## src/rtl/tff_seq_pkg.sv

```systemverilog
// ============================================================================
// Module  : tff_seq_pkg
// Brief   : Shared state/mode constants and toggle-vector helper for the
//           T flip-flop bank sequencer.
// Rev     : 1.0  initial release
// ============================================================================
`default_nettype none

package tff_seq_pkg;

    localparam int MAX_WIDTH = 16;

    typedef logic [1:0] state_t;

    localparam logic [1:0] IDLE = 2'd0;
    localparam logic [1:0] LOAD = 2'd1;
    localparam logic [1:0] RUN  = 2'd2;
    localparam logic [1:0] DONE = 2'd3;

    localparam logic MODE_UP = 1'b0;
    localparam logic MODE_DN = 1'b1;

    // Bit i toggles when every lower bit is 1 (carry) or every lower bit is 0 (borrow).
    function automatic logic [MAX_WIDTH-1:0] step_toggles(
        input logic [MAX_WIDTH-1:0] cnt,
        input logic                 md
    );
        logic [MAX_WIDTH-1:0] tv;
        logic                 chain;
        tv    = '0;
        tv[0] = 1'b1;
        chain = 1'b1;
        for (int i = 1; i < MAX_WIDTH; i++) begin
            chain = chain & ((md == MODE_DN) ? ~cnt[i-1] : cnt[i-1]);
            tv[i] = chain;
        end
        return tv;
    endfunction

endpackage

`default_nettype wire

```

## src/rtl/tff_seq_ctrl_cell.sv

```systemverilog
// ============================================================================
// Module  : tff_cell
// Brief   : Single T flip-flop, asynchronous active-low reset to 0.
// Rev     : 1.0  initial release
// ============================================================================
`default_nettype none

module tff_cell (
    input  logic clk,
    input  logic rst_n,
    input  logic t,
    output logic q
);

    always_ff @(posedge clk or negedge rst_n) begin
        if (!rst_n) begin
            q <= 1'b0;
        end else begin
            q <= q ^ t;
        end
    end

endmodule

`default_nettype wire

```

## src/rtl/tff_seq_ctrl.sv

```systemverilog
// ============================================================================
// Module  : tff_seq_ctrl
// Brief   : Loads a T flip-flop bank with a start value, then counts it up or
//           down to a programmed end value. Optional macro TFF_SEQ_PAUSE_EN
//           adds a pause input that stalls counting in RUN.
// Rev     : 1.0  initial release
// ============================================================================
`default_nettype none

module tff_seq_ctrl #(
    parameter int WIDTH = 4
) (
    input  logic             clk,
    input  logic             rst_n,
    input  logic             start,
    input  logic             mode,
    input  logic [WIDTH-1:0] limit,
`ifdef TFF_SEQ_PAUSE_EN
    input  logic             pause,
`endif
    output logic [WIDTH-1:0] t_vec,
    output logic [WIDTH-1:0] count,
    output logic             busy,
    output logic             done
);

    import tff_seq_pkg::*;

    state_t           state;
    state_t           state_nxt;
    logic             mode_q;
    logic [WIDTH-1:0] limit_q;
    logic [WIDTH-1:0] start_value;
    logic [WIDTH-1:0] end_value;
    logic             at_end;
    logic             hold;

`ifdef TFF_SEQ_PAUSE_EN
    assign hold = pause;
`else
    assign hold = 1'b0;
`endif

    assign start_value = (mode_q == MODE_DN) ? limit_q : '0;
    assign end_value   = (mode_q == MODE_DN) ? '0 : limit_q;
    assign at_end      = (count == end_value);

    always_comb begin
        t_vec     = '0;
        state_nxt = state;
        case (state)
            IDLE: begin
                if (start) state_nxt = LOAD;
            end
            LOAD: begin
                t_vec     = count ^ start_value;
                state_nxt = RUN;
            end
            RUN: begin
                // End check wins over pause and precedes any step, so no wrap.
                if (at_end) begin
                    state_nxt = DONE;
                end else if (!hold) begin
                    t_vec = WIDTH'(step_toggles(MAX_WIDTH'(count), mode_q));
                end
            end
            DONE: begin
                state_nxt = IDLE;
            end
            default: begin
                state_nxt = IDLE;
            end
        endcase
    end

    always_ff @(posedge clk or negedge rst_n) begin
        if (!rst_n) begin
            state   <= IDLE;
            mode_q  <= MODE_UP;
            limit_q <= '0;
        end else begin
            state <= state_nxt;
            if (state == IDLE && start) begin
                mode_q  <= mode;
                limit_q <= limit;
            end
        end
    end

    assign busy = (state == LOAD) || (state == RUN);
    assign done = (state == DONE);

    generate
        for (genvar i = 0; i < WIDTH; i++) begin : g_bank
            tff_cell u_cell (
                .clk   (clk),
                .rst_n (rst_n),
                .t     (t_vec[i]),
                .q     (count[i])
            );
        end
    endgenerate

endmodule

`default_nettype wire
```

## config.mk

```make
export PLATFORM = sky130hd
export DESIGN_NAME = tff_seq_ctrl
export DESIGN_NICKNAME = d
export VERILOG_FILES = /design/src/rtl/tff_seq_pkg.sv /design/src/rtl/tff_seq_ctrl_cell.sv /design/src/rtl/tff_seq_ctrl.sv
export SDC_FILE = /design/constraint.sdc
export NUM_CORES = 1
export LEC_CHECK = 0
export ABC_AREA = 1
export BUFFER_PORTS_ARGS = -buffer_cell sky130_fd_sc_hd__buf_2
export CAP_MARGIN = 25
export CORE_ASPECT_RATIO = 0.8
export CORE_MARGIN = 2
export CORE_UTILIZATION = 45
export DETAILED_ROUTE_END_ITERATION = 10
export PLACE_DENSITY = 0.68
export REMOVE_ABC_BUFFERS = 1
export SETUP_SLACK_MARGIN = 0.05
export SLEW_MARGIN = 40
export SYNTH_ARGS = -nofsm -noshare
export SYNTH_HDL_FRONTEND = slang
export SYNTH_SLANG_ARGS = --single-unit
```

## constraint.sdc

```tcl
create_clock -name clk -period 2.72 [get_ports clk]
set_input_delay 0.272 -clock clk [delete_from_list [all_inputs] [get_ports clk]]
set_output_delay 0.272 -clock clk [all_outputs]
set_load 0.02 [all_outputs]
```

==> impl_metrics.tcl <==
set metrics [dict create \
    status "complete, no violations" \
    avgSynthCellArea_um2 7.09 \
    initial_core_util 0.463 \
    ctsRootBufferMaster "clkbuf_4" \
    synthFlopType "dfrtp_1" \
    crit_path_start_kind "register" \
    synth.most_common_cell "nand2_1" \
    dieArea_mm2 0.00226 \
    drive_gt1_frac 0.260 \
    port_buffers 17 \
    multi_input_comb_area_um2 414 \
    worstPathArrival_ns 1.75 \
    p_int_uw 592 \
    r2r_cells 12 \
    overflow 0 \
    firstDrtPassIters 4 \
    met3WireLength_um 82 \
    grt_pass1_wl_mm 2.44 \
    yosysWarningCount 0 \
    syn_area_um2 851 \
    viasPerCell 4.79 \
    grt_max_degree 12 \
    timing.fmax_ghz 0.495 \
    critical_path_class "reg -> out" \
    dr.max_layer_used "met4" \
    wl_mm 1.59 \
    reg2reg_from "mode_q" \
    crit_start "mode_q" \
    antenna_found_initial 0 \
    cts_buffers 3 \
    yosys-top-cells-count "nand2_1 (32), inv_1 (16), nand3_1 (15)" \
    row_count 14 \
    ff2ff_setup_slack_ns 1.24 \
    synth.distinct_cells 21 \
    p_sw_frac 0.542 \
    rsz0062_at_grt "no" \
    hold_viol_final 0 \
    synth_seq_cells 11 \
    cp_cell_sequence "inv_4 -> nand2_1 -> nand2_1 -> nand2_1 -> inv_1 -> nor2_2 -> nand2_2 -> nand3_1 -> nand2_1 -> nand2_1 -> inv_1 -> buf_2" \
    yosysSeqAreaShare 0.324 \
    final-max-slew-violation-count 0 \
    power_mw 1.29 \
    wl_per_cell_um 10.3 \
    area_growth_pct 7.21 \
    powerDensity_mw_per_mm2 1420 \
    path_buf_inv 4 \
    cts_tree "built" \
    synth-edff-count 0 \
    wl_met2_um 753 \
    vdd_drop_max_mv 0.820 \
    synthTopCellsByArea "dfrtp_1 (32%), nand2_1 (14%), nand3_1 (8.8%), buf_4 (7.1%), inv_1 (7.1%)" \
    slowest_delay_ns 0.49 \
    grt_pass1_vias 560 \
    die_w_um 52.6 \
    ios 18 \
    fin_skew_ns 0.00556 \
    worstSetupEndpoint "t_vec[1]" \
    switching_power_uw 702 \
    crit_required_ns 2.45 \
    final_area_um2 912 \
    reg2reg_to "g_bank[1].u_cell.q" \
    finish.utilization 0.496 \
    fill_cells 204 \
    synth_top_area_share 0.324 \
    synth_top_area_cell "dfrtp_1" \
    nNetsFinal 144 \
    coreArea_mm2 0.00184 \
    tns_ns 0 \
    max_slew.worst_pin.slew_ns 0.323 \
    slowest_stage "dfrtp_1" \
    cp-end-kind "output port" \
    async_reset_ff_frac 1.00 \
    clock_latency_ns 0.28 \
    ff_latch_area_um2 275 \
    combPwrFrac 0.636 \
    finalSetupViolations 0 \
    drc 0 \
    hold_class "in -> reg" \
    drv_cap 0 \
    dp_hpwl_mm 1.21 \
    vias 742 \
    cts_max_level 1 \
    power_frac_clock 0.091 \
    first_iter_violations 12 \
    cts_sinks 11 \
    ant_nets 0 \
    path_common_cell "nand2_1" \
    cp_top_family "simple AND/OR/NAND/NOR gates" \
    holdWs_ns 0.230 \
    cts_resized 0 \
    place.gp.congestion 0.914 \
    relSlewSlack 0.785 \
    cp_num_cells 12 \
    clkTransAtPathRegs_ns 0.07 \
    postSynthCellCount 120 \
    p_leak_nw 0.543 \
    antenna_cells 0 \
    fin_crit_ns 2.02 \
    cp_max_fo 11 \
    wl_met1_um 741 \
    track_usage 0.152 \
    post_dp_cell_area_um2 875 \
    seqPwrFrac 0.273 \
    die_y_um 42.9 \
    clk_path_buf_depth 2 \
    min_period_over_period 0.743 \
]
-- cell families (layout without fill, tap and decap cells) --
logic type,count (synthesis),after routing,share of synthesized area
flip-flops,11,11,0.324
multiplexers,2,2,0.0265
AO/OA/AOI/OAI,12,12,0.0824
AND/OR/NAND/NOR,62,62,0.319
adder cells (fa/ha/maj),4,4,0.0588
buffers and inverters,29,40,0.190
-- worst min path at each step --
stage	startpoint	end	slack, ns	cells past startpoint
2_1_floorplan	rst_n	g_bank[0].u_cell.q	-0.02	0
3_3_place_gp	rst_n	g_bank[3].u_cell.q	0.16	1
3_5_place_dp	rst_n	g_bank[1].u_cell.q	0.16	1
4_1_cts	limit[0]	limit_q[0]	0.22	2
5_1_grt	limit[0]	limit_q[0]	0.21	2
6_report	limit[0]	limit_q[0]	0.23	2
-- per-stage QoR --
stage	setup WS [ns]	cells
after floorplan	1.19	109
after global placement	1.03	150
after detailed placement	1.00	150
after CTS	0.685	155
after global routing	0.495	155
final	0.698	155
-- layout by cell type, fill, tap and decap left out, drive strengths merged, types with 2 or more instances in the layout --
cell type / instances
o21ai: 6
mux2: 2
a21oi: 4
nor2: 9
nand2: 38
nand3: 15
clkbuf: 3
dfrtp: 11
inv: 18
ha: 4
buf: 17
-- timing repair --
item | CTS | global route
hold buffers | 1 | 0
buffers inserted | 0 | 0
hold endpoints to repair | 11 | 0
-- worst reg2reg max path: stages, from the launching register on --
cell and delay, ns:
dfrtp_1 0.49, inv_4 0.16, nand2_1 0.07, nand2_1 0.06
nand2_1 0.05, inv_1 0.06, nor2_2 0.04, nand2_2 0.09
nand3_1 0.09, nand2_1 0.09, nand2_1 0.08, nand2_1 0.07
nand2_1 0.05
-- routing by layer --
| layer | track usage | vias to the layer above |
|---|---|---|
| met3 | 0.0739 | 2 |
| met1 | 0.198 | 335 |
| met2 | 0.228 | 18 |
| met5 | 0 | - |
| li1 | - | 387 |
| met4 | 0.0308 | 0 |
-- power groups by stage --
stage / combinational, mW / sequential, mW / clock (mW)
finish: 0.822 / 0.354 / 0.117
global route: 0.930 / 0.371 / 0.134
CTS: 0.828 / 0.354 / 0.121
detailed placement: 0.823 / 0.356 / 0
global placement: 0.812 / 0.354 / 0
floorplan: 0.606 / 0.370 / 0
-- sequential cells by signal, indices dropped and copies added, names as in the netlist --
| signal | count |
|---|---|
| g_bank.u_cell.q | 4 |
| limit_q | 4 |
| mode_q | 1 |
| state | 2 |
-- area by class of cell --
class	instances	area share
multi-input combinational	80	0.454
clock buffer	3	0.0247
inverter	18	0.0768
timing repair buffer	18	0.104
tap	24	0.0329
clock inverter	1	0.00549
sequential	11	0.302
Note: power is estimated with default switching activity, not from simulation.
